$ cat src/rtl/mips_ctrl_pkg.sv
// rtl/mips_ctrl_pkg.sv - state, opcode and control-field encodings for the multicycle controller (MIPS_JUMP_EN adds JUMP)
package mips_ctrl_pkg;

  // Controller states; JUMP only exists when the jump feature is built in
  typedef enum logic [3:0] {
    S_FETCH  = 4'd0,
    S_DECODE = 4'd1,
    S_MEMADR = 4'd2,
    S_MEMRD  = 4'd3,
    S_MEMWB  = 4'd4,
    S_MEMWR  = 4'd5,
    S_EXEC   = 4'd6,
    S_ALUWB  = 4'd7,
    S_BRANCH = 4'd8,
    S_ADDIEX = 4'd9,
    S_ADDIWB = 4'd10
`ifdef MIPS_JUMP_EN
    , S_JUMP = 4'd11
`endif
  } state_t;

  // Opcode field values, instcode[31:26]
  localparam logic [5:0] OP_RTYPE = 6'b000000;
  localparam logic [5:0] OP_LW    = 6'b100011;
  localparam logic [5:0] OP_SW    = 6'b101011;
  localparam logic [5:0] OP_BEQ   = 6'b000100;
  localparam logic [5:0] OP_ADDI  = 6'b001000;
  localparam logic [5:0] OP_J     = 6'b000010;

  // Instruction classes produced by the main decoder
  typedef enum logic [2:0] {
    CLS_RTYPE   = 3'd0,
    CLS_MEM     = 3'd1,
    CLS_BEQ     = 3'd2,
    CLS_ADDI    = 3'd3,
    CLS_JUMP    = 3'd4,
    CLS_ILLEGAL = 3'd5
  } op_class_t;

  // ALU B-operand select
  localparam logic [1:0] SRCB_REGB  = 2'b00;
  localparam logic [1:0] SRCB_FOUR  = 2'b01;
  localparam logic [1:0] SRCB_IMM   = 2'b10;
  localparam logic [1:0] SRCB_IMMSH = 2'b11;

  // ALU operation select
  localparam logic [1:0] ALU_ADD   = 2'b00;
  localparam logic [1:0] ALU_SUB   = 2'b01;
  localparam logic [1:0] ALU_FUNCT = 2'b10;

  // Next-PC source select
  localparam logic [1:0] PCSRC_ALU    = 2'b00;
  localparam logic [1:0] PCSRC_ALUOUT = 2'b01;
  localparam logic [1:0] PCSRC_JUMP   = 2'b10;

endpackage

$ cat src/rtl/mips_main_decoder.sv
// rtl/mips_main_decoder.sv - combinational opcode classifier (MIPS_JUMP_EN enables J decode)
module mips_main_decoder
  import mips_ctrl_pkg::*;
(
  input  logic [5:0] opcode,
  output op_class_t  op_class,
  output logic       is_store
);

  // Map the opcode onto an instruction class; anything unknown is illegal
  always_comb begin
    op_class = CLS_ILLEGAL;
    is_store = 1'b0;
    case (opcode)
      OP_RTYPE: op_class = CLS_RTYPE;
      OP_LW:    op_class = CLS_MEM;
      OP_SW: begin
        op_class = CLS_MEM;
        is_store = 1'b1;
      end
      OP_BEQ:   op_class = CLS_BEQ;
      OP_ADDI:  op_class = CLS_ADDI;
`ifdef MIPS_JUMP_EN
      OP_J:     op_class = CLS_JUMP;
`else
      OP_J:     op_class = CLS_ILLEGAL;
`endif
      default:  op_class = CLS_ILLEGAL;
    endcase
  end

endmodule

$ cat src/rtl/mips_multicycle_ctrl.sv
// rtl/mips_multicycle_ctrl.sv - multicycle MIPS control FSM with retirement counter (MIPS_JUMP_EN adds JUMP)
module mips_multicycle_ctrl
  import mips_ctrl_pkg::*;
(
  input  logic        clk,
  input  logic        rst,
  input  logic [31:0] instcode,
  input  logic        zero,
  input  logic        memReady,
  output logic        pcWrite,
  output logic        irWrite,
  output logic        iorD,
  output logic        memRead,
  output logic        memWrite,
  output logic        regWrite,
  output logic        regDst,
  output logic        memtoReg,
  output logic        aluSrcA,
  output logic [1:0]  aluSrcB,
  output logic [1:0]  ALUcontrol,
  output logic [1:0]  pcSource,
  output logic        illegalOp,
  output logic [31:0] instrRetired
);

  state_t      state;
  state_t      next_state;
  op_class_t   op_class;
  logic        is_store;
  logic        retire;
  logic [31:0] retired_cnt;

  logic pc_write_raw;
  logic ir_write_raw;
  logic mem_read_raw;
  logic mem_write_raw;
  logic reg_write_raw;

  // Only the opcode steers the controller; the rest of the IR feeds the datapath
  logic unused_instcode;
  assign unused_instcode = ^instcode[25:0];

  mips_main_decoder u_decoder (
    .opcode   (instcode[31:26]),
    .op_class (op_class),
    .is_store (is_store)
  );

  // State register; reset always returns to FETCH
  always_ff @(posedge clk) begin
    if (rst) begin
      state <= S_FETCH;
    end else begin
      state <= next_state;
    end
  end

  // Next-state logic; memory states wait on memReady, others ignore it
  always_comb begin
    next_state = state;
    case (state)
      S_FETCH:  if (memReady) next_state = S_DECODE;
      S_DECODE: begin
        case (op_class)
          CLS_RTYPE: next_state = S_EXEC;
          CLS_MEM:   next_state = S_MEMADR;
          CLS_BEQ:   next_state = S_BRANCH;
          CLS_ADDI:  next_state = S_ADDIEX;
`ifdef MIPS_JUMP_EN
          CLS_JUMP:  next_state = S_JUMP;
`endif
          default:   next_state = S_FETCH;
        endcase
      end
      S_MEMADR: next_state = is_store ? S_MEMWR : S_MEMRD;
      S_MEMRD:  if (memReady) next_state = S_MEMWB;
      S_MEMWR:  if (memReady) next_state = S_FETCH;
      S_MEMWB:  next_state = S_FETCH;
      S_EXEC:   next_state = S_ALUWB;
      S_ALUWB:  next_state = S_FETCH;
      S_BRANCH: next_state = S_FETCH;
      S_ADDIEX: next_state = S_ADDIWB;
      S_ADDIWB: next_state = S_FETCH;
`ifdef MIPS_JUMP_EN
      S_JUMP:   next_state = S_FETCH;
`endif
      default:  next_state = S_FETCH;
    endcase
  end

  // Moore outputs per state; only the FETCH/BRANCH PC strobes look at inputs
  always_comb begin
    pc_write_raw  = 1'b0;
    ir_write_raw  = 1'b0;
    mem_read_raw  = 1'b0;
    mem_write_raw = 1'b0;
    reg_write_raw = 1'b0;
    iorD          = 1'b0;
    regDst        = 1'b0;
    memtoReg      = 1'b0;
    aluSrcA       = 1'b0;
    aluSrcB       = SRCB_REGB;
    ALUcontrol    = ALU_ADD;
    pcSource      = PCSRC_ALU;
    case (state)
      S_FETCH: begin
        mem_read_raw = 1'b1;
        aluSrcB      = SRCB_FOUR;
        ir_write_raw = memReady;
        pc_write_raw = memReady;
      end
      S_DECODE: aluSrcB = SRCB_IMMSH;
      S_MEMADR: begin
        aluSrcA = 1'b1;
        aluSrcB = SRCB_IMM;
      end
      S_MEMRD: begin
        mem_read_raw = 1'b1;
        iorD         = 1'b1;
      end
      S_MEMWR: begin
        mem_write_raw = 1'b1;
        iorD          = 1'b1;
      end
      S_MEMWB: begin
        reg_write_raw = 1'b1;
        memtoReg      = 1'b1;
      end
      S_EXEC: begin
        aluSrcA    = 1'b1;
        ALUcontrol = ALU_FUNCT;
      end
      S_ALUWB: begin
        reg_write_raw = 1'b1;
        regDst        = 1'b1;
      end
      S_BRANCH: begin
        aluSrcA      = 1'b1;
        ALUcontrol   = ALU_SUB;
        pcSource     = PCSRC_ALUOUT;
        pc_write_raw = zero;
      end
      S_ADDIEX: begin
        aluSrcA = 1'b1;
        aluSrcB = SRCB_IMM;
      end
      S_ADDIWB: reg_write_raw = 1'b1;
`ifdef MIPS_JUMP_EN
      S_JUMP: begin
        pcSource     = PCSRC_JUMP;
        pc_write_raw = 1'b1;
      end
`endif
      default: ;
    endcase
  end

  // Strobes are held off for as long as reset is asserted
  assign pcWrite  = pc_write_raw  & ~rst;
  assign irWrite  = ir_write_raw  & ~rst;
  assign memRead  = mem_read_raw  & ~rst;
  assign memWrite = mem_write_raw & ~rst;
  assign regWrite = reg_write_raw & ~rst;

  // An instruction retires on the edge that leaves its last state for FETCH
  always_comb begin
    retire = 1'b0;
    case (state)
      S_MEMWB, S_ALUWB, S_BRANCH, S_ADDIWB: retire = 1'b1;
      S_MEMWR: retire = memReady;
`ifdef MIPS_JUMP_EN
      S_JUMP:  retire = 1'b1;
`endif
      default: retire = 1'b0;
    endcase
  end

  // Retirement counter, wraps naturally at 32 bits
  always_ff @(posedge clk) begin
    if (rst) begin
      retired_cnt <= 32'd0;
    end else if (retire) begin
      retired_cnt <= retired_cnt + 32'd1;
    end
  end

  assign instrRetired = retired_cnt;

  // Illegal-opcode flag is registered so it shows for the single FETCH cycle after DECODE
  always_ff @(posedge clk) begin
    if (rst) begin
      illegalOp <= 1'b0;
    end else begin
      illegalOp <= (state == S_DECODE) && (op_class == CLS_ILLEGAL);
    end
  end

endmodule

$ cat config.mk
export PLATFORM = sky130hd
export DESIGN_NAME = mips_multicycle_ctrl
export DESIGN_NICKNAME = d
export VERILOG_FILES = /design/src/rtl/mips_ctrl_pkg.sv /design/src/rtl/mips_main_decoder.sv /design/src/rtl/mips_multicycle_ctrl.sv
export SDC_FILE = /design/constraint.sdc
export NUM_CORES = 1
export LEC_CHECK = 0
export BUFFER_PORTS_ARGS = -buffer_cell sky130_fd_sc_hd__buf_2
export CAP_MARGIN = 10
export CORE_MARGIN = 3
export CORE_UTILIZATION = 48
export CTS_BUF_LIST = sky130_fd_sc_hd__clkbuf_16
export DETAILED_ROUTE_END_ITERATION = 8
export PLACE_DENSITY = 0.79
export SYNTH_ARGS = -nofsm -noshare
export SYNTH_HDL_FRONTEND = slang
export SYNTH_SLANG_ARGS = --single-unit
$ cat constraint.sdc
create_clock -name clk -period 2.1 [get_ports clk]
set_clock_uncertainty 0.05 [all_clocks]
set_input_delay 0.21 -clock clk [delete_from_list [all_inputs] [get_ports clk]]
set_output_delay 0.21 -clock clk [all_outputs]
set_load 0.05 [all_outputs]
==> impl_metrics.tcl, run 1 <==
set metrics [dict create \
    status "finished clean" \
    grt_max_degree 40 \
    io_pins 84 \
    period_share_pct 96.99 \
    cts_max_path_buffers 2 \
    cp.arrival_ns 2.14 \
    die_y_um 71.98 \
    area_delta_synth_final_pct 27.31 \
    dpl_cell_area_um2 2519 \
    core_area_um2 4086 \
    grt_pass1_vias 1900 \
    gp_congestion 0.9260 \
    finalMaxSlewViolations 0 \
    htree_num_levels 2 \
    die_w_um 71.98 \
    avgRoutedWirePerCell_um 14.90 \
    vias 2186 \
    grtUsageTotal_pct 21.62 \
    syn_inst 259 \
    antenna_found_initial 0 \
    ys_seq_area_share_pct 35.45 \
    leakagePower_nw 1.082 \
    synth_top_family_by_area "simple AND/OR/NAND/NOR gates" \
    ys_ff_latch 37 \
    cts_made_buffers 5 \
    finalWirelength_um 5556 \
    hold_class "in2reg" \
    fmax_ghz 0.4910 \
    drt_iter0_drc 133 \
    nets 360 \
    dp_cells 366 \
    synth_xor_area_share_pct 10.06 \
    start_util_pct 51.13 \
    stdcell_area_um2 2660 \
    period_minus_slack_ns 2.037 \
    drive_above_1_share_pct 31.89 \
    final_cell_mix "buf_2, nor2_1, dfxtp_1" \
    ant_nets 0 \
    rsz0062_at_grt "yes" \
    setup_viol 0 \
    synth_area_per_cell_um2 8.068 \
    finalNonFillerCells 373 \
    post_cts_buffers 0 \
    crit_path_max_fanout 8 \
    cp-end-kind "flop" \
    hold_viol_final 0 \
    maxCapViolations 0 \
    overflow 0 \
    clock_latency_ns 0.28 \
    p_per_area_nw_per_um2 574.0 \
    cts_hold_buf 0 \
    grt_pass1_wl_um 8845 \
    placementRows 23 \
    die_area_um2 5181 \
    synth_fa_ha_area_share_pct 0.5988 \
    path_clk_slew_ns 0.05 \
    crit_required_ns 2.20 \
    crit_path_start_kind "flop" \
    clockRootBuffer "clkbuf_16" \
    synth_simple_gate_area_share_pct 27.19 \
    worstSetupPathType "reg2reg" \
    drt-pass1-iter-count 5 \
    synth_compound_area_share_pct 21.86 \
    remaining_drc_errors 0 \
    async_flop_share_pct 0 \
    syn_nets 296 \
    max-vdd-ir-drop_uv 399.2 \
    place_hpwl_um 3965 \
    cts.sinks 37 \
    fillers 361 \
    diodes 0 \
    syn_area_um2 2090 \
    synth-edff-count 0 \
    final_common_cell "buf_2" \
    muxShareOfSynthArea_pct 0 \
    synth_ff_type "dfxtp_1" \
    cts_tree "done" \
    via_per_inst 5.861 \
    ys_warn_count 0 \
    io_buffer_count 56 \
    synth.distinct_cells 45 \
]
state kept, by name, summed over array words and instances, names as in the netlist:
name	cells
illegalOp	1
instrRetired	32
state	4
final timing paths:
path | end | slack (ns) | startpoint | depth (start not counted)
setup reg to reg | instrRetired[29]$_SDFFE_PP0P_ | 0.06 | instrRetired[7]$_SDFFE_PP0P_ | 5
hold / removal | state[3]$_SDFFE_PP0P_ | 0.27 | instcode[30] | 3
hold reg to reg | instrRetired[1]$_SDFFE_PP0P_ | 0.43 | instrRetired[1]$_SDFFE_PP0P_ | 2
setup / recovery | instrRetired[29]$_SDFFE_PP0P_ | 0.06 | instrRetired[7]$_SDFFE_PP0P_ | 5
cell usage after synthesis, types with 2 or more instances:
cell type | number | share of area, %
a2111oi_2 | 5 | 3.6
a211oi_1 | 5 | 1.8
a21oi_1 | 14 | 3.4
a31o_2 | 2 | 0.84
a31oi_1 | 2 | 0.60
and2_1 | 2 | 0.60
and3_1 | 7 | 2.1
and4_1 | 3 | 1.3
buf_2 | 3 | 0.72
clkbuf_1 | 10 | 1.8
dfxtp_1 | 37 | 35
inv_1 | 6 | 1.1
nand2_1 | 16 | 2.9
nand2b_1 | 5 | 1.5
nand3_1 | 9 | 2.2
nand4_1 | 6 | 1.8
nor2_1 | 35 | 6.3
nor3_1 | 9 | 2.2
o2111ai_1 | 7 | 2.9
o211ai_1 | 4 | 1.4
o21a_1 | 2 | 0.72
o21ai_0 | 15 | 3.6
or2_2 | 2 | 0.60
or3_1 | 10 | 3.0
xnor2_1 | 12 | 5.0
xor2_1 | 12 | 5.0
repair_timing:
item,4_1_cts,5_1_grt
resized for setup,0,2
endpoints found under the setup margin,0,7
endpoints found under the hold margin,0,0
worst max-delay path: stages (launching register included):
cell and delay [ns]:
dfxtp_2 0.37, nand4_2 0.17, or4_4 0.65, a2111oi_2 0.45, xnor2_1 0.16, nor2_1 0.06
per-layer routing:
| layer | wire length (µm) | GRT usage [%] | vias to the layer above |
|---|---|---|---|
| li1 | - | - | 1073 |
| met1 | 2407 | 27.80 | 1030 |
| met2 | 2705 | 35.31 | 77 |
| met3 | 393 | 6.648 | 6 |
| met4 | 49 | 5.637 | 0 |
| met5 | 0 | 0 | - |
layout make-up:
type                       instances  area, µm²  share of cell area (%)
multi-input combinational        200       1277                   48.02
sequential                        37      754.5                   28.36
timing repair buffer              73      410.4                   15.43
clock buffer                       5      125.1                   4.704
tap                               50      62.56                   2.352
inverter                           6      22.52                  0.8467
clock inverter                     2      7.507                  0.2822
where the power goes:
group,internal (mW),switching [mW]
Clock,0.424,0.263
Sequential,0.706,0.00294
Combinational,0.0424,0.0885
Total,1.17,0.355
cell families after synthesis:
family,Yosys count
adders and majority gates,1
buffers and inverters,22
other,1
DFF,37
and+or+nand+nor,111
AOI/OAI and AO/OA,63
xor gates and xnor gates,24
per-stage QoR:
| step | hold WS (ns) | TNS, ns | utilization (%) | power (mW) | worst slack, ns |
|---|---|---|---|---|---|
| after detailed placement | 0.4217 | 0 | 61.64 | 0.8537 | 0.08789 |
| after CTS | 0.2678 | 0 | 64.88 | 1.538 | 0.05914 |
| after global routing | 0.3105 | -0.01501 | 65.09 | 1.586 | -0.01323 |
| final | 0.2654 | 0 | 65.09 | 1.527 | 0.06323 |
| after global placement | 0.4161 | 0 | 61.64 | 0.8533 | 0.1486 |
| after floorplan | 0.2497 | 0 | - | 0.8118 | 0.004849 |
(Power assumes the default switching activity.)
==> inputs of run 2 (changes only) <==
==> constraint.sdc (replaced) <==
create_clock -name clk -period 2.1 [get_ports clk]
set_clock_uncertainty 0.05 [all_clocks]
set_input_delay 0 -clock clk [delete_from_list [all_inputs] [get_ports clk]]
set_output_delay 0 -clock clk [all_outputs]
set_load 0.05 [all_outputs]
==> run 2 against run 1 <==
- combinational power about the same
- clock power rose by 3%
- count of clock-buffer cells in the layout unchanged
- register-to-register slack improved by 0.03 ns
- setup slack gained 0.034 ns
- die area stayed put
- routed wire length fell by 2.6%
- sequential share of layout area is 0.39 points lower
- largest power group unchanged
- highest routed layer unchanged
==> impl_metrics.tcl, run 2 (same netlist as run 1, synthesis figures left out) <==
set metrics [dict create \
    avgRoutedWirePerCell_um 14.39 \
    setup_viol 0 \
    area_delta_synth_final_pct 29.10 \
    dpl_worst_slack_ns 0.1259 \
    cts_max_path_buffers 2 \
    worstSetupPathType "reg2reg" \
    antenna_found_initial 0 \
    grt_pass1_vias 1972 \
    clock_latency_ns 0.28 \
    io_pins 84 \
    hold_class "in2reg" \
    grt_pass1_wl_um 9066 \
    cp.arrival_ns 2.11 \
    drt_iter0_drc 210 \
    stdcell_area_um2 2698 \
    largest_register_ffs 32 \
    crit_required_ns 2.20 \
    status "finished clean" \
    die_area_um2 5181 \
    reg2regPathDepth 5 \
    place_hpwl_um 3857 \
    rsz0062_at_grt "yes" \
    maxCapViolations 0 \
    path_clk_slew_ns 0.05 \
    dp_cells 368 \
    max-vdd-ir-drop_uv 489.8 \
    worst_hold_slack_ns 0.01154 \
    diodes 0 \
    hp-start "rst" \
    post_cts_buffers 0 \
    fin_util_pct 66.01 \
    dpl_cell_area_um2 2534 \
    crit_path_max_fanout 8 \
    period_share_pct 95.36 \
    final_common_cell "buf_2" \
    drive_above_1_share_pct 32.52 \
    die_y_um 71.98 \
    io_buffer_count 56 \
    finalNonFillerCells 376 \
    max-slew-margin-rel_pct 63.24 \
    via_per_inst 5.771 \
    remaining_drc_errors 0 \
    fmax_ghz 0.4994 \
    cts_hold_buf 0 \
    grt_max_degree 40 \
    fin_ws_ns 0.09746 \
    cts.sinks 37 \
    leakagePower_nw 1.099 \
    grtUsageTotal_pct 21.82 \
    cts_tree "done" \
    crit_path_start_kind "flop" \
    p_per_area_nw_per_um2 573.9 \
    core_area_um2 4086 \
    placementRows 23 \
    ant_nets 0 \
    htree_num_levels 2 \
    start_util_pct 51.13 \
    overflow 0 \
    period_minus_slack_ns 2.003 \
    hold_depth 4 \
    drt-pass1-iter-count 4 \
    startpoint "instrRetired[7]$_SDFFE_PP0P_" \
    nets 362 \
    r2r-start "instrRetired[7]$_SDFFE_PP0P_" \
    finalWirelength_um 5411 \
    hold_viol_final 0 \
    tightest_slew_ns 0.5508 \
    cp-end-kind "flop" \
    gp_congestion 0.9069 \
    clockRootBuffer "clkbuf_16" \
    die_w_um 71.98 \
    finalMaxSlewViolations 0 \
    cts_made_buffers 5 \
    vias 2170 \
    final_cell_mix "buf_2, nor2_1, dfxtp_1" \
]
## run 2: metrics by stage
| stage | power [mW] | TNS [ns] |
|---|---|---|
| 2_1_floorplan | 0.8118 | 0 |
| 3_3_place_gp | 0.8532 | 0 |
| 3_5_place_dp | 0.8548 | 0 |
| 4_1_cts | 1.557 | 0 |
| 5_1_grt | 1.597 | -0.006394 |
| 6_report | 1.548 | 0 |
## run 2: timing repair
action,in CTS,in global routing
resized for setup,0,2
hold endpoints to repair,0,0
setup endpoints to repair,0,1
## run 2: cell type report
type | count | area [µm²]
clock buffer | 5 | 125.1
timing repair buffer | 75 | 422.9
tap | 50 | 62.56
inverter | 6 | 22.52
clock inverter | 3 | 13.76
sequential | 37 | 754.5
fill | 364 | 1389
multi-input combinational | 200 | 1296
## run 2: power breakdown
group | switching [mW] | leakage, nW | internal, mW
combinational | 0.0905 | 0.720 | 0.0428
sequential | 0.00226 | 0.304 | 0.706
clock | 0.277 | 0.0748 | 0.430
## run 2: layer usage
metal	track usage (%)	vias up	wire length [µm]
met1	29.71	1011	2431
met5	0	-	0
li1	-	1077	-
met2	33.27	73	2538
met4	9.186	0	97
met3	4.986	9	343
## run 2: critical path, stage by stage (launching register included)
cell	delay, ns
dfxtp_2	0.37
nand4_2	0.16
or4_4	0.65
a2111oi_2	0.43
xnor2_1	0.17
nor2_1	0.05
## run 2: worst paths after layout
path                                    to  slack [ns]
min reg2reg   instrRetired[1]$_SDFFE_PP0P_        0.43
max reg2reg  instrRetired[29]$_SDFFE_PP0P_         0.1
min                   illegalOp$_SDFF_PP0_        0.01
max          instrRetired[29]$_SDFFE_PP0P_         0.1
==> inputs of run 3 (changes only) <==
ABC_AREA = 1   (was unset)
BUFFER_PORTS_ARGS = unset   (was -buffer_cell sky130_fd_sc_hd__buf_2)
CORE_UTILIZATION = 60   (was 48)
DONT_BUFFER_PORTS = 1   (was unset)
PLACE_DENSITY = 0.76   (was 0.79)
==> run 3 against run 2 <==
- final area grew 13%
- non-clock buffer count shrank 28
- hold slack better by 0.0058 ns
- synthesized cell count grew 64%
- sequential power grew 2%
- synthesized area rose by 18%
- setup slack improved by 0.23 ns
- final cell count increased by 38%
- critical path type unchanged
- critical endpoint is now instrRetired[28]$_SDFFE_PP0P_
==> impl_metrics.tcl, run 3 <==
set metrics [dict create \
    status "finished clean" \
    area_delta_synth_final_pct 23.27 \
    synth_common_cells "nand2_1, nor2_1, inv_1" \
    cpMostUsedCell "nand2_1" \
    fmax_ghz 0.5636 \
    grt-busiest-layer "met2" \
    max-vdd-ir-drop_uv 404.4 \
    crit_required_ns 2.23 \
    cts_resized 0 \
    leakagePower_nw 1.291 \
    final_cell_mix "nand2_1, nor2_1, inv_1" \
    fin_util_pct 79.69 \
    clock_latency_ns 0.28 \
    yosys.cell_count.top_type "nand2_1" \
    grt_max_degree 25 \
    syn_area_um2 2474 \
    path_clk_slew_ns 0.06 \
    tightest_slew_ns 0.9083 \
    period_minus_slack_ns 1.774 \
    synthTopCellsByArea "dfxtp_1, nand2_1, nor2_1, inv_1, a21oi_1" \
    cp-end-kind "flop" \
    hold_class "in2reg" \
    place_hpwl_um 4689 \
    grtUsageTotal_pct 27.25 \
    ys_ff_latch 37 \
    start_util_pct 64.65 \
    largest_register_ffs 32 \
    synth_area_per_cell_um2 5.807 \
    cts_made_buffers 5 \
    grt_util_met3_pct 5.468 \
    timing.rr.end "instrRetired[28]$_SDFFE_PP0P_" \
    syn_inst 426 \
    setup_viol 0 \
    maxCapViolations 0 \
    max-slew-margin-rel_pct 39.25 \
    cpPeakStageDelay_ns 0.50 \
    clockRootBuffer "clkbuf_16" \
    use_met1_pct 35.51 \
    nets 507 \
    cts_tree "done" \
    syn_nets 463 \
    rsz0062_at_grt "no" \
    core_area_um2 3826 \
    cp.arrival_ns 1.90 \
    finalWirelength_um 6573 \
    diodes 0 \
    drt_iter0_drc 219 \
    synth.distinct_cells 28 \
    die_w_um 70.21 \
    final_common_cell "nand2_1" \
    hp-start "instcode[29]" \
    io_buffer_count 0 \
    cts.sinks 37 \
    r2r-start "state[0]$_SDFFE_PP0P_" \
    drive_above_1_share_pct 15.92 \
    reg2reg_slack_ns 0.33 \
    cts_max_path_buffers 2 \
    hold_viol_final 0 \
    die_y_um 70.21 \
    timing.setup.tns_ns 0 \
    ant_nets 0 \
    yosys.area.top_type_share_pct 29.94 \
    overflow 0 \
    die_area_um2 4929 \
    htree_num_levels 2 \
    grt_pass1_wl_um 11120 \
    io_pins 84 \
    synth-edff-count 0 \
    avgRoutedWirePerCell_um 12.66 \
    min_to "illegalOp$_SDFF_PP0_" \
    crit_path_start_kind "flop" \
    antenna_found_initial 0 \
    remaining_drc_errors 0 \
    period_share_pct 84.49 \
    reg2regPathDepth 10 \
    synth_top_area_cell "dfxtp_1" \
    ys_warn_count 0 \
    hold_depth 4 \
    gr-usage-met2_pct 44.39 \
    drt-pass1-iter-count 5 \
    stdcell_area_um2 3049 \
    async_flop_share_pct 0 \
    gp_congestion 0.9154 \
    via_per_inst 5.420 \
    grt_pass1_vias 2486 \
    p_per_area_nw_per_um2 559.1 \
    finalMaxSlewViolations 0 \
    worstSetupPathType "reg2reg" \
    placementRows 22 \
    synth_ff_type "dfxtp_1" \
    vias 2813 \
    slowest_stage "dfxtp_1" \
    crit_chain "nand2_2 -> nor2_1 -> nand2_1 -> nand3_2 -> buf_12 -> nand2_1 -> nor2_1 -> nand2_1 -> nand2_1 -> nor2_1" \
    crit_path_max_fanout 24 \
    ys_seq_area_share_pct 29.94 \
    dpl_cell_area_um2 2836 \
]
## run 3: cell count changes after synthesis, sizes merged, moves of 12 or more
cell   previous run  this run
a21oi            14        26
inv               6        50
nand2            16       145
nand3             9        27
nor2             35        94
## run 3: report_power, final
part / leakage, nW / switching, mW / total (mW) / internal, mW
Clock: 0.0826 / 0.297 / 0.849 / 0.552
Combinational: 0.910 / 0.0940 / 0.136 / 0.0421
Sequential: 0.298 / 0.0130 / 0.720 / 0.707
Total: 1.29 / 0.404 / 1.70 / 1.30
## run 3: cell families after synthesis
family                     share of synthesized area, %
AOI/OAI and AO/OA                                 7.435
buffers and inverters                             9.964
and+or+nand+nor                                   49.87
adders and majority gates                        0.5057
DFF                                               29.94
other                                            0.1516
xor gates and xnor gates                          2.125
## run 3: routing by layer
layer / up-vias / part of all wire, %
met3: 16 / 8.9
li1: 1411 / -
met4: 0 / 1.8
met2: 130 / 45
met1: 1256 / 44
met5: - / 0
## run 3: stage by stage
stage | worst slack (ns) | std cells | hold slack (ns) | power, mW
floorplan | 0.09858 | 426 | 0.1677 | 0.8348
global placement | 0.3785 | 506 | 0.02302 | 0.8554
detailed placement | 0.3503 | 506 | 0.02451 | 0.8561
CTS | 0.3413 | 519 | 0.002677 | 1.699
global route | 0.04151 | 519 | 0.05799 | 1.747
finish | 0.3258 | 519 | 0.01738 | 1.705
## run 3: area by class of cell
class | count | area (µm²)
well taps | 48 | 60.06
fillers | 296 | 777.0
flip-flops and latches | 37 | 740.7
multi-input cells | 329 | 1495
inverters | 50 | 187.7
clock inverters | 3 | 37.54
repair buffers | 47 | 402.9
clock buffers | 5 | 125.1
## run 3: critical path: cells and delay by family (launching register included)
kind	cells	cell delay, ns
simple gates	9	0.91
flops	1	0.50
buf+inv	1	0.19
## run 3: how the worst max path moves through the flow
stage	startpoint	to	slack [ns]	cells after the start
5_1_grt	state[0]$_SDFFE_PP0P_	instrRetired[28]$_SDFFE_PP0P_	0.04	10
3_3_place_gp	state[0]$_SDFFE_PP0P_	instrRetired[25]$_SDFFE_PP0P_	0.38	10
4_1_cts	state[0]$_SDFFE_PP0P_	instrRetired[28]$_SDFFE_PP0P_	0.34	10
2_1_floorplan	state[3]$_SDFFE_PP0P_	pcWrite	0.1	6
6_report	state[0]$_SDFFE_PP0P_	instrRetired[28]$_SDFFE_PP0P_	0.33	10
3_5_place_dp	state[0]$_SDFFE_PP0P_	instrRetired[28]$_SDFFE_PP0P_	0.35	10
## run 3: timing repair
item                                    in CTS  in global routing
setup buffers                                0                  0
hold endpoints to repair                    22                  0
endpoints found under the setup margin       0                  0
hold buffers                                 5                  0
